## src/rtl/seq_multiplier_32_if.sv

```systemverilog
// Operand/handshake/result bundle between the execute-stage operand muxes
// and the sequential multiplier.
interface seq_multiplier_32_if #(
  parameter int WIDTH = 32
);
  logic             start;
  logic             signed_op;
  logic [WIDTH-1:0] operand_a;
  logic [WIDTH-1:0] operand_b;
  logic             busy;
  logic             done;
  logic [WIDTH-1:0] product_high;
  logic [WIDTH-1:0] product_low;

  modport master (
    output start, signed_op, operand_a, operand_b,
    input  busy, done, product_high, product_low
  );

  modport slave (
    input  start, signed_op, operand_a, operand_b,
    output busy, done, product_high, product_low
  );
endinterface

```

## src/rtl/seq_multiplier_32.sv

```systemverilog
// Iterative radix-2 shift-add multiplier producing a full 2*WIDTH-bit signed
// or unsigned product. Operands are multiplied as magnitudes and the sign is
// applied in a single FIXUP cycle; results are held until the next FIXUP.
module seq_multiplier_32 #(
  parameter int WIDTH = 32
) (
  input logic                clk,
  input logic                rst,
  seq_multiplier_32_if.slave bus
);

  localparam int CNT_W = $clog2(WIDTH);
  localparam int ACC_W = 2 * WIDTH + 1;

  typedef enum logic [1:0] {
    IDLE  = 2'd0,
    CALC  = 2'd1,
    FIXUP = 2'd2
  } state_t;

  state_t state_r;
  state_t state_nxt_s;

  logic [WIDTH-1:0]   mcand_r,   mcand_nxt_s;
  logic [WIDTH-1:0]   mplier_r,  mplier_nxt_s;
  logic [ACC_W-1:0]   acc_r,     acc_nxt_s;
  logic [CNT_W-1:0]   cnt_r,     cnt_nxt_s;
  logic               neg_r,     neg_nxt_s;
  logic               busy_r,    busy_nxt_s;
  logic               done_r,    done_nxt_s;
  logic [WIDTH-1:0]   prod_hi_r, prod_hi_nxt_s;
  logic [WIDTH-1:0]   prod_lo_r, prod_lo_nxt_s;

  logic               last_iter_s;
  logic [WIDTH:0]     addend_s;
  logic [WIDTH:0]     upper_sum_s;
  logic [2*WIDTH-1:0] product_s;
  logic               neg_a_s;
  logic               neg_b_s;

  assign last_iter_s = (cnt_r == CNT_W'(WIDTH - 1));

  // The carry out of the upper-half add lands in the extra accumulator bit,
  // so nothing is lost before the right shift.
  assign addend_s    = mplier_r[0] ? {1'b0, mcand_r} : {(WIDTH + 1){1'b0}};
  assign upper_sum_s = acc_r[ACC_W-1:WIDTH] + addend_s;

  // Sign is re-applied to the magnitude product as a 2*WIDTH-bit two's complement.
  assign product_s = neg_r ? (-acc_r[2*WIDTH-1:0]) : acc_r[2*WIDTH-1:0];

  assign neg_a_s = bus.signed_op & bus.operand_a[WIDTH-1];
  assign neg_b_s = bus.signed_op & bus.operand_b[WIDTH-1];

  // State register.
  always_ff @(posedge clk or posedge rst) begin
    if (rst) begin
      state_r <= IDLE;
    end else begin
      state_r <= state_nxt_s;
    end
  end

  // Next-state logic: Start is only looked at in IDLE.
  always_comb begin
    state_nxt_s = state_r;
    case (state_r)
      IDLE: begin
        if (bus.start) begin
          state_nxt_s = CALC;
        end else begin
          state_nxt_s = IDLE;
        end
      end
      CALC: begin
        if (last_iter_s) begin
          state_nxt_s = FIXUP;
        end else begin
          state_nxt_s = CALC;
        end
      end
      FIXUP: begin
        state_nxt_s = IDLE;
      end
      default: begin
        state_nxt_s = IDLE;
      end
    endcase
  end

  // Output and datapath next values; everything holds unless the state acts on it.
  always_comb begin
    mcand_nxt_s   = mcand_r;
    mplier_nxt_s  = mplier_r;
    acc_nxt_s     = acc_r;
    cnt_nxt_s     = cnt_r;
    neg_nxt_s     = neg_r;
    busy_nxt_s    = busy_r;
    done_nxt_s    = 1'b0;
    prod_hi_nxt_s = prod_hi_r;
    prod_lo_nxt_s = prod_lo_r;
    case (state_r)
      IDLE: begin
        if (bus.start) begin
          mcand_nxt_s  = neg_a_s ? (-bus.operand_a) : bus.operand_a;
          mplier_nxt_s = neg_b_s ? (-bus.operand_b) : bus.operand_b;
          neg_nxt_s    = neg_a_s ^ neg_b_s;
          acc_nxt_s    = {ACC_W{1'b0}};
          cnt_nxt_s    = {CNT_W{1'b0}};
          busy_nxt_s   = 1'b1;
        end else begin
          busy_nxt_s   = 1'b0;
        end
      end
      CALC: begin
        acc_nxt_s    = {upper_sum_s, acc_r[WIDTH-1:0]} >> 1;
        mplier_nxt_s = mplier_r >> 1;
        cnt_nxt_s    = cnt_r + CNT_W'(1);
        busy_nxt_s   = 1'b1;
      end
      FIXUP: begin
        prod_hi_nxt_s = product_s[2*WIDTH-1:WIDTH];
        prod_lo_nxt_s = product_s[WIDTH-1:0];
        done_nxt_s    = 1'b1;
        busy_nxt_s    = 1'b0;
      end
      default: begin
        busy_nxt_s    = 1'b0;
      end
    endcase
  end

  // Datapath and output registers; reset also discards any in-flight operation.
  always_ff @(posedge clk or posedge rst) begin
    if (rst) begin
      mcand_r   <= {WIDTH{1'b0}};
      mplier_r  <= {WIDTH{1'b0}};
      acc_r     <= {ACC_W{1'b0}};
      cnt_r     <= {CNT_W{1'b0}};
      neg_r     <= 1'b0;
      busy_r    <= 1'b0;
      done_r    <= 1'b0;
      prod_hi_r <= {WIDTH{1'b0}};
      prod_lo_r <= {WIDTH{1'b0}};
    end else begin
      mcand_r   <= mcand_nxt_s;
      mplier_r  <= mplier_nxt_s;
      acc_r     <= acc_nxt_s;
      cnt_r     <= cnt_nxt_s;
      neg_r     <= neg_nxt_s;
      busy_r    <= busy_nxt_s;
      done_r    <= done_nxt_s;
      prod_hi_r <= prod_hi_nxt_s;
      prod_lo_r <= prod_lo_nxt_s;
    end
  end

  assign bus.busy         = busy_r;
  assign bus.done         = done_r;
  assign bus.product_high = prod_hi_r;
  assign bus.product_low  = prod_lo_r;

endmodule

```

## src/flat_wrapper.sv

```systemverilog
// flat-port wrapper written by rule: the top's interface ports become plain ports
module seq_multiplier_32_flat 
#(
  parameter int WIDTH = 32
)
  (clk, rst, bus_start, bus_signed_op, bus_operand_a, bus_operand_b, bus_busy, bus_done, bus_product_high, bus_product_low);
  seq_multiplier_32_if #(.WIDTH(WIDTH)) bus_i ();
  input logic clk;
  input logic rst;
  input wire logic [$bits(bus_i.start)-1:0] bus_start;
  input wire logic [$bits(bus_i.signed_op)-1:0] bus_signed_op;
  input wire logic [$bits(bus_i.operand_a)-1:0] bus_operand_a;
  input wire logic [$bits(bus_i.operand_b)-1:0] bus_operand_b;
  output wire logic [$bits(bus_i.busy)-1:0] bus_busy;
  output wire logic [$bits(bus_i.done)-1:0] bus_done;
  output wire logic [$bits(bus_i.product_high)-1:0] bus_product_high;
  output wire logic [$bits(bus_i.product_low)-1:0] bus_product_low;
  assign bus_i.start = bus_start;
  assign bus_i.signed_op = bus_signed_op;
  assign bus_i.operand_a = bus_operand_a;
  assign bus_i.operand_b = bus_operand_b;
  assign bus_busy = bus_i.busy;
  assign bus_done = bus_i.done;
  assign bus_product_high = bus_i.product_high;
  assign bus_product_low = bus_i.product_low;
  seq_multiplier_32 #(.WIDTH(WIDTH)) u_core (.clk(clk), .rst(rst), .bus(bus_i));
endmodule
```

## config.mk

```make
export PLATFORM = sky130hd
export DESIGN_NAME = seq_multiplier_32_flat
export DESIGN_NICKNAME = d
export VERILOG_FILES = /design/src/rtl/seq_multiplier_32_if.sv /design/src/rtl/seq_multiplier_32.sv /design/src/flat_wrapper.sv
export SDC_FILE = /design/constraint.sdc
export NUM_CORES = 1
export LEC_CHECK = 0
export CAP_MARGIN = 20
export CORE_ASPECT_RATIO = 0.9
export CORE_UTILIZATION = 36
export CTS_CLUSTER_SIZE = 16
export DETAILED_ROUTE_END_ITERATION = 8
export PLACE_DENSITY_LB_ADDON = 0.25
export SYNTH_ARGS = -nofsm -noshare
export SYNTH_HDL_FRONTEND = slang
export SYNTH_SLANG_ARGS = --single-unit
```

## constraint.sdc

```tcl
create_clock -name clk -period 7.45 [get_ports clk]
set_input_delay 1.1175 -clock clk [delete_from_list [all_inputs] [get_ports clk]]
set_output_delay 1.1175 -clock clk [all_outputs]
set_load 0.01 [all_outputs]
```

After elaboration in Yosys (flattened, before gate mapping)

Cells that the tools add are included.

Bits of input ports: 68
Output and inout bits: 66
Register bits after elaboration: 203

Mux-type cells: 16
Equal/unequal tests: 4
Add/subtract/negate cells: 5
Bitwise operators: 3
Reduce and logical (&&, ||, !) cells: 4

Operators by type and width:

| kind                                                                   | count |
|---|---|
| 65-bit case mux with 2 select lines                                    | 1 |
| 32-bit two-way mux                                                     | 4 |
| 65-bit two-way mux                                                     | 1 |
| 64-bit two-way mux                                                     | 1 |
| 32-bit negator                                                         | 2 |
| 64-bit negator                                                         | 1 |
| 32-bit case mux with 2 select lines                                    | 1 |
| 33-bit adder                                                           | 1 |
| 5-bit case mux with 2 select lines                                     | 1 |
| 5-bit by 1-bit adder with 5-bit output (second input constant)         | 1 |
| 5-bit equality test (second input constant)                            | 1 |
| 5-bit two-way mux                                                      | 1 |
| 2-bit case mux with 2 select lines                                     | 1 |
| 2-bit AND reduction                                                    | 2 |
| 1-bit two-way mux                                                      | 3 |
| 1-bit bitwise AND                                                      | 2 |
| 2-bit by 1-bit equality test with 1-bit output (second input constant) | 1 |
| 2-bit equality test (second input constant)                            | 1 |
| 2-bit logical NOT                                                      | 1 |
| 2-bit two-way mux                                                      | 1 |
| 2-bit != test (second input constant)                                  | 1 |
| 1-bit case mux with 2 select lines                                     | 1 |
| 2-bit nonzero test                                                     | 1 |
| 1-bit XOR                                                              | 1 |

Longest topological paths before layout

Gate-level depths: netlist (run 1).

Depth in word-level cells: 4
Gate-level depth with buffers: 12
Depth with buffers taken out: 11

Worst setup path after synthesis (run 1)

No wires, ideal clock.

Path kind: input port to flip-flop
From: input bus_operand_b[4]
To: register u_core.mplier_r[26]
Arrival: 2.949 ns
Stages: 7
Path slack: 4.371 ns
Data required time: 7.321 ns
Cells stage by stage: or4_1 -> nor4_1 -> nand4_1 -> or3_1 -> nor3_1 -> mux2i_1 -> o21ai_1

Cells in the longest elaborated chain, start to end: 4

Ends and longest elaborated chain:

| element                             | RTL line                 | RTL |
|---|---|---|
| from (decl)                         | flat_wrapper.sv:13       | `input wire logic [$bits(bus_i.operand_b)-1:0] bus_operand_b;` |
| 32-bit negator                      | seq_multiplier_32.sv:105 | `mplier_nxt_s = neg_b_s ? (-bus.operand_b) : bus.operand_b;` |
| 32-bit two-way mux                  | seq_multiplier_32.sv:105 |  |
| 32-bit two-way mux                  | seq_multiplier_32.sv:103 | `if (bus.start) begin` |
| 32-bit case mux with 2 select lines | seq_multiplier_32.sv:101 | `case (state_r)` |
| to (signal assigned)                | seq_multiplier_32.sv:136 | `mplier_r <= {WIDTH{1'b0}};` |
| to (signal assigned)                | seq_multiplier_32.sv:146 | `mplier_r <= mplier_nxt_s;` |
| to (decl)                           | seq_multiplier_32.sv:25  | `logic [WIDTH-1:0] mplier_r, mplier_nxt_s;` |

Every way passes these cells. The select of a mux whose other input is x is not followed.
A chain may end at the register's enable or synchronous reset.

Worst setup path after layout (run 1)

From: input bus_operand_a[6]
To: register u_core.mcand_r[27]

Cells in the longest elaborated chain, start to end: 2

Ends and longest elaborated chain:

| element              | RTL line                 | RTL |
|---|---|---|
| from (decl)          | flat_wrapper.sv:12       | `input wire logic [$bits(bus_i.operand_a)-1:0] bus_operand_a;` |
| 32-bit negator       | seq_multiplier_32.sv:104 | `mcand_nxt_s = neg_a_s ? (-bus.operand_a) : bus.operand_a;` |
| 32-bit two-way mux   | seq_multiplier_32.sv:104 |  |
| to (signal assigned) | seq_multiplier_32.sv:135 | `mcand_r <= {WIDTH{1'b0}};` |
| to (signal assigned) | seq_multiplier_32.sv:145 | `mcand_r <= mcand_nxt_s;` |
| to (decl)            | seq_multiplier_32.sv:24  | `logic [WIDTH-1:0] mcand_r, mcand_nxt_s;` |

Every way passes these cells.

==> results of run 1 <==
power breakdown:
part | total, mW | internal, mW | switching [mW]
Combinational | 2.51 | 1.04 | 1.47
Clock | 1.28 | 0.805 | 0.479
Sequential | 1.93 | 1.50 | 0.430
layout make-up:
class                           count  area, um^2
Fill cell                        3257       18400
Multi-Input combinational cell   1120        6790
Sequential cell                   202        5060
Timing Repair Buffer              143        1430
Clock buffer                       30         664
Tap cell                          455         569
Clock inverter                     14         201
Inverter                           21        86.3
cell usage in the layout, fill, tap and decap left out, types with 30 or more instances in the layout:
cell type        netlist  routed
o31ai_1               30      30
nand2_1              247     246
and2_1                41      41
dfrtp_1              202     201
xor2_1                92      92
a21oi_1               61      61
ha_1                  37      37
xnor2_1               47      47
o21ai_0              225     225
nor2_1                56      55
clkdlybuf4s50_1        0     133
nand3_1               39      39
cells by family after synthesis:
group | share of synthesized area, %
AO/OA/AOI/OAI | 21.3
AND/OR/NAND/NOR | 19.7
flip-flops | 41.4
XOR/XNOR | 9.97
multiplexers | 0.410
buffers and inverters | 3.27
adder cells (fa/ha/maj) | 3.96
registers in the layout, indices dropped and copies added (netlist names):
name	count
u_core.acc_r	64
u_core.bus.busy	1
u_core.bus.done	1
u_core.bus.product_high	32
u_core.bus.product_low	32
u_core.cnt_r	5
u_core.mcand_r	32
u_core.mplier_r	32
u_core.neg_r	1
u_core.state_r	2
tightest hold or removal path: stages (launching register included):
cell and delay [ps]:
dfrtp_1 330, nand2_1 50, o21ai_0 60
cells in the mapped netlist, types with 3 or more instances:
library cell and number:
a21o_1 23, and3_1 8, a22oi_1 26, nand3b_1 4, xnor2_1 47, and4_1 3
a221o_1 3, a211oi_1 3, nor2b_1 5, dfrtp_1 202, a21oi_1 61, nor3_1 24
and2_1 41, o41ai_2 3, or2_2 6, clkbuf_1 74, ha_1 37, nand4_1 10
buf_1 7, a21boi_0 4, o21ai_0 225, o21bai_1 3, nand3_1 39, xor2_1 92
a32o_1 8, o21a_1 3, o31ai_1 30, o211ai_1 8, nor2_1 56, nor4_1 10
a31oi_1 8, inv_1 21, nand2b_1 5, nand2_1 247, or3_1 20, o41ai_1 11
o21ai_1 7, mux2i_1 5, or4_1 11
worst max-delay path by stage:
stage,start,end,slack [ps]
global route,bus_operand_a[6],u_core.mcand_r[27]$_DFFE_PP0P_,3650
finish,bus_operand_a[6],u_core.mcand_r[27]$_DFFE_PP0P_,3880
floorplan,rst,u_core.acc_r[0]$_DFFE_PP0P_,820
global placement,bus_operand_a[2],u_core.mcand_r[25]$_DFFE_PP0P_,3480
CTS,bus_operand_a[6],u_core.mcand_r[27]$_DFFE_PP0P_,3970
detailed placement,bus_operand_a[6],u_core.mcand_r[27]$_DFFE_PP0P_,3420
routing by layer:
layer / global-route usage, % / vias up
met5: 0 / -
met3: 2.21 / 41
met2: 27.0 / 261
li1: - / 5225
met1: 29.4 / 4932
met4: 4.26 / 0
==> results.sh, run 1 <==
export IMPL_whs_ps=471
export IMPL_grt_ovfl_total=0
export IMPL_synthArstFlopShare_pct=100
export IMPL_nets=1619
export IMPL_yosysTopAreaCellShare_pct=41.4
export IMPL_drive_gt1_share_pct=5.23
export IMPL_path_buf_inv=1
export IMPL_pre_cts_slack_ps=3420
export IMPL_grt_usage_pct=18.7
export IMPL_maxCapViolations=0
export IMPL_p_leak_nw=6.28
export IMPL_cp_start_kind="primary input"
export IMPL_avgViaCountPerCell=5.27
export IMPL_fin_cells=1985
export IMPL_syn_inst=1426
export IMPL_syn_nets=1532
export IMPL_pin_count=134
export IMPL_initial_core_util_pct=36.8
export IMPL_path_cells="clkdlybuf4s50_1 > or4_1 > nor3_1 > nand3_1 > nor4_1 > a21oi_1 > xnor2_1 > o21ai_0"
export IMPL_synth_top_cells_by_area="dfrtp_1 41%, o21ai_0 9.2%, nand2_1 7.6%"
export IMPL_cts_buffers=25
export IMPL_finalCriticalPeriod_ps=3570
export IMPL_avgSynthCellArea_um2=8.56
export IMPL_synth_cell_types=62
export IMPL_core_rowCount=63
export IMPL_post_cts_resized=0
export IMPL_fp_dieH_um=177
export IMPL_route_detailed_drc=0
export IMPL_cts_buffer_depth=3
export IMPL_cts_sinks=202
export IMPL_grt_pass1_vias=9623
export IMPL_worst_pin_slew_ps=1000
export IMPL_slew_viol_final=0
export IMPL_power_mw=5.73
export IMPL_ir_drop_uv=181
export IMPL_tritoncts="built"
export IMPL_slew_headroom_pct=33.1
export IMPL_final_hold_viol_count=0
export IMPL_grt_antenna_before_repair=0
export IMPL_worst_slack_ps=3880
export IMPL_maxUsedRoutingLayer="met4"
export IMPL_ys_flop_type="dfrtp_1"
export IMPL_status="finished clean"
export IMPL_hp_start="u_core.mcand_r[21]$_DFFE_PP0P_"
export IMPL_hold_path_class="flip-flop to flip-flop"
export IMPL_setup_viol=0
export IMPL_wl_met2_um=13400
export IMPL_p_per_area_nw_per_um2=387
export IMPL_fin_crit_sh_pct=48.0
export IMPL_slowest_stage="or4_1"
export IMPL_syn2layout_area_growth_pct=21.1
export IMPL_rsz0062_at_grt="false"
export IMPL_dpl_cell_area_um2=13900
export IMPL_vias=10459
export IMPL_dpl_hpwl_um=22900
export IMPL_synth_edf_count=0
export IMPL_dr_wl_met3_um=1500
export IMPL_htreeDepth=1
export IMPL_synth_seq_cells=202
export IMPL_cts_setup_buffers=0
export IMPL_worstSetupEndpointType="flip-flop"
export IMPL_wire_per_inst_um=16.2
export IMPL_die_width_um=196
export IMPL_yosysWarnings=0
export IMPL_reg2reg_depth=12
export IMPL_drt_met1_wl_um=16700
export IMPL_clock_latency_ps=530
export IMPL_final_area_um2=14800
export IMPL_drtIter0Drc=718
export IMPL_drt_total_wl_um=32200
export IMPL_crit_fanout=5
export IMPL_synth_seq_area_share_pct=41.4
export IMPL_fmax_mhz=280
export IMPL_regToRegSetupSlack_ps=4040
export IMPL_setup_tns_ps=0
export IMPL_core_um2=33200
export IMPL_syn_cell_area_um2=12200
export IMPL_io_buffers=133
export IMPL_crit_family="simple AND/OR/NAND/NOR gates"
export IMPL_timing_rr_start="u_core.mplier_r[0]$_DFFE_PP0P_"
export IMPL_required_ps=7820
export IMPL_grt_pass1_wl_um=52600
export IMPL_holdPathStages=2
export IMPL_diodes=0
export IMPL_cts_root_buf="clkbuf_16"
export IMPL_cp_depth=8
export IMPL_ant_nets=0
export IMPL_clkTransAtPathRegs_ps=50
export IMPL_criticalPathCategory="primary input to flip-flop"
export IMPL_r2r_end="u_core.acc_r[59]$_DFFE_PP0P_"
export IMPL_fp_dieArea_um2=34700
export IMPL_hold_buffers=0
export IMPL_dp_cells=1940
export IMPL_clock_skew_ps=17.8
export IMPL_synth_top_area_cell="dfrtp_1"
export IMPL_gp_congestion=0.862
export IMPL_final_util_pct=44.6
export IMPL_drt_pass1_iter_count=5
export IMPL_cp_data_arrival_time_ps=3940
export IMPL_crit_path_max_incr_delay_ps=670
export IMPL_grt_max_degree=137
export IMPL_min_to="u_core.mcand_r[21]$_DFFE_PP0P_"
(Power assumes the default switching activity.)
==> run 2, diff against run 1 <==
==> constraint.sdc (replaced) <==
create_clock -name clk -period 3 [get_ports clk]
set_input_delay 0.45 -clock clk [delete_from_list [all_inputs] [get_ports clk]]
set_output_delay 0.45 -clock clk [all_outputs]
set_load 0.01 [all_outputs]
==> run 2 against run 1 <==
Critical path depth rose by 3. Setup slack got worse by 3700 ps. Sequential share of layout area fell by 1.3 points. Global-route usage rose by 0.61 points. Sequential power rose by 150%. Register-to-register slack got worse by 3900 ps.
==> results.sh, run 2 (synthesis results as in run 1) <==
export IMPL_clockPowerShare_pct=21.6
export IMPL_vias=10680
export IMPL_diodes=0
export IMPL_grt_max_degree=130
export IMPL_slew_viol_final=0
export IMPL_power_net_switching_mw=6.17
export IMPL_required_ps=3420
export IMPL_grt_pass1_vias=10139
export IMPL_clock_skew_ps=16.3
export IMPL_seq_power_share_pct=31.9
export IMPL_cp_start_kind="flip-flop"
export IMPL_core_um2=33200
export IMPL_final_area_um2=15400
export IMPL_setup_tns_ps=0
export IMPL_cts_buffers=24
export IMPL_fin_crit_sh_pct=94.3
export IMPL_crit_end="u_core.acc_r[57]$_DFFE_PP0P_"
export IMPL_worst_pin_slew_ps=873
export IMPL_criticalPathCategory="flip-flop to flip-flop"
export IMPL_cts_setup_buffers=0
export IMPL_layout_commonest_cell="nand2_1"
export IMPL_timing_rr_start="u_core.mplier_r[0]$_DFFE_PP0P_"
export IMPL_clock_latency_ps=530
export IMPL_cts_sinks=202
export IMPL_grt_usage_pct=19.3
export IMPL_grt_pass1_wl_um=54500
export IMPL_grt_antenna_before_repair=0
export IMPL_drive_gt1_share_pct=9.44
export IMPL_largest_register="u_core.acc_r"
export IMPL_p_int_mw=8.73
export IMPL_htreeDepth=1
export IMPL_p_comb_share_pct=46.6
export IMPL_route_detailed_drc=0
export IMPL_crit_fanout=5
export IMPL_cts_buffer_depth=3
export IMPL_fp_dieArea_um2=34700
export IMPL_grt_ovfl_total=0
export IMPL_hold_buffers=0
export IMPL_seqCellArea_um2=5060
export IMPL_cts_root_buf="clkbuf_16"
export IMPL_drtIter0Drc=706
export IMPL_largest_reg_flops=64
export IMPL_fmax_mhz=353
export IMPL_finalCriticalPeriod_ps=2830
export IMPL_pin_count=134
export IMPL_hold_path_class="primary input to async pin"
export IMPL_maxCapViolations=0
export IMPL_drt_total_wl_um=33200
export IMPL_swShare_pct=41.4
export IMPL_clkTransAtPathRegs_ps=70
export IMPL_multi_input_area_um2=6800
export IMPL_fp_dieH_um=177
export IMPL_p_per_area_nw_per_um2=970
export IMPL_drt_pass1_iter_count=5
export IMPL_worstSetupEndpointType="flip-flop"
export IMPL_startpoint="u_core.mplier_r[0]$_DFFE_PP0P_"
export IMPL_io_buffers=133
export IMPL_avgViaCountPerCell=5.20
export IMPL_post_cts_resized=0
export IMPL_final_hold_viol_count=0
export IMPL_ir_drop_uv=416
export IMPL_core_rowCount=63
export IMPL_status="finished clean"
export IMPL_cp_data_arrival_time_ps=3260
export IMPL_setup_viol=0
export IMPL_r2r_end="u_core.acc_r[57]$_DFFE_PP0P_"
export IMPL_syn2layout_area_growth_pct=25.9
export IMPL_fillers=3282
export IMPL_initial_core_util_pct=36.8
export IMPL_dpl_hpwl_um=24400
export IMPL_slew_headroom_pct=41.8
export IMPL_regToRegSetupSlack_ps=170
export IMPL_rsz0062_at_grt="false"
export IMPL_wire_per_inst_um=16.2
export IMPL_reg2reg_depth=11
export IMPL_p_leak_nw=6.64
export IMPL_ant_nets=0
export IMPL_nets=1688
export IMPL_die_width_um=196
export IMPL_gp_congestion=0.869
export IMPL_layout_common_cells="246 x nand2_1, 224 x o21ai_0, 201 x dfrtp_1, 133 x clkdlybuf4s50_1, 92 x xor2_1"
export IMPL_tritoncts="built"
export IMPL_dpl_cell_area_um2=14500
run 2: worst max-delay path: stages, from the launching register on:
cell and delay, ps:
dfrtp_1 380, buf_4 150, and2_1 160, ha_1 320, a21oi_1 260, nor2b_1 250
a211oi_1 100, buf_4 160, o211ai_1 240, a21boi_1 140, or3_1 320, a32o_1 240
run 2: area by class of cell:
type / instances / share of cell area (%)
Clock inverter: 12 / 1.30
Timing Repair Buffer: 213 / 12.9
Sequential cell: 202 / 32.9
Inverter: 21 / 0.537
Multi-Input combinational cell: 1120 / 44.3
Tap cell: 455 / 3.70
Clock buffer: 31 / 4.40
run 2: worst min path at each step:
stage,start,end,slack [ps],depth (start not counted)
2_1_floorplan,u_core.mcand_r[0]$_DFFE_PP0P_,u_core.mcand_r[0]$_DFFE_PP0P_,440,2
3_3_place_gp,u_core.mcand_r[18]$_DFFE_PP0P_,u_core.mcand_r[18]$_DFFE_PP0P_,450,2
3_5_place_dp,u_core.mcand_r[15]$_DFFE_PP0P_,u_core.mcand_r[15]$_DFFE_PP0P_,470,2
4_1_cts,rst,u_core.acc_r[21]$_DFFE_PP0P_,290,2
5_1_grt,rst,u_core.acc_r[21]$_DFFE_PP0P_,320,2
6_report,rst,u_core.acc_r[20]$_DFFE_PP0P_,290,2
run 2: power by group through the flow:
stage	Clock [mW]	Sequential, mW	Combinational (mW)
4_1_cts	3.30	4.73	6.92
6_report	3.21	4.75	6.94
5_1_grt	3.40	4.90	7.76
2_1_floorplan	0	4.50	4.60
3_3_place_gp	0	4.74	6.81
3_5_place_dp	0	4.78	6.89
run 2: metrics by stage:
step | instances | hold slack [ps] | total power, mW | worst slack (ps) | util [%]
5_1_grt | 2054 | 322 | 16.1 | 4.35 | 46.3
2_1_floorplan | 1426 | 442 | 9.10 | -66.3 | -
6_report | 2054 | 293 | 14.9 | 170 | 46.3
3_3_place_gp | 2011 | 454 | 11.6 | -59.9 | 43.6
4_1_cts | 2054 | 288 | 14.9 | 158 | 46.3
3_5_place_dp | 2011 | 465 | 11.7 | -68.6 | 43.6
run 2: routing by layer:
layer / up-vias / global-route usage (%) / routed length (um)
met5: - / 0.142 / 0
met4: 0 / 4.33 / 674
met3: 40 / 2.15 / 1400
met2: 239 / 28.6 / 13900
met1: 5046 / 29.9 / 17300
li1: 5355 / - / -
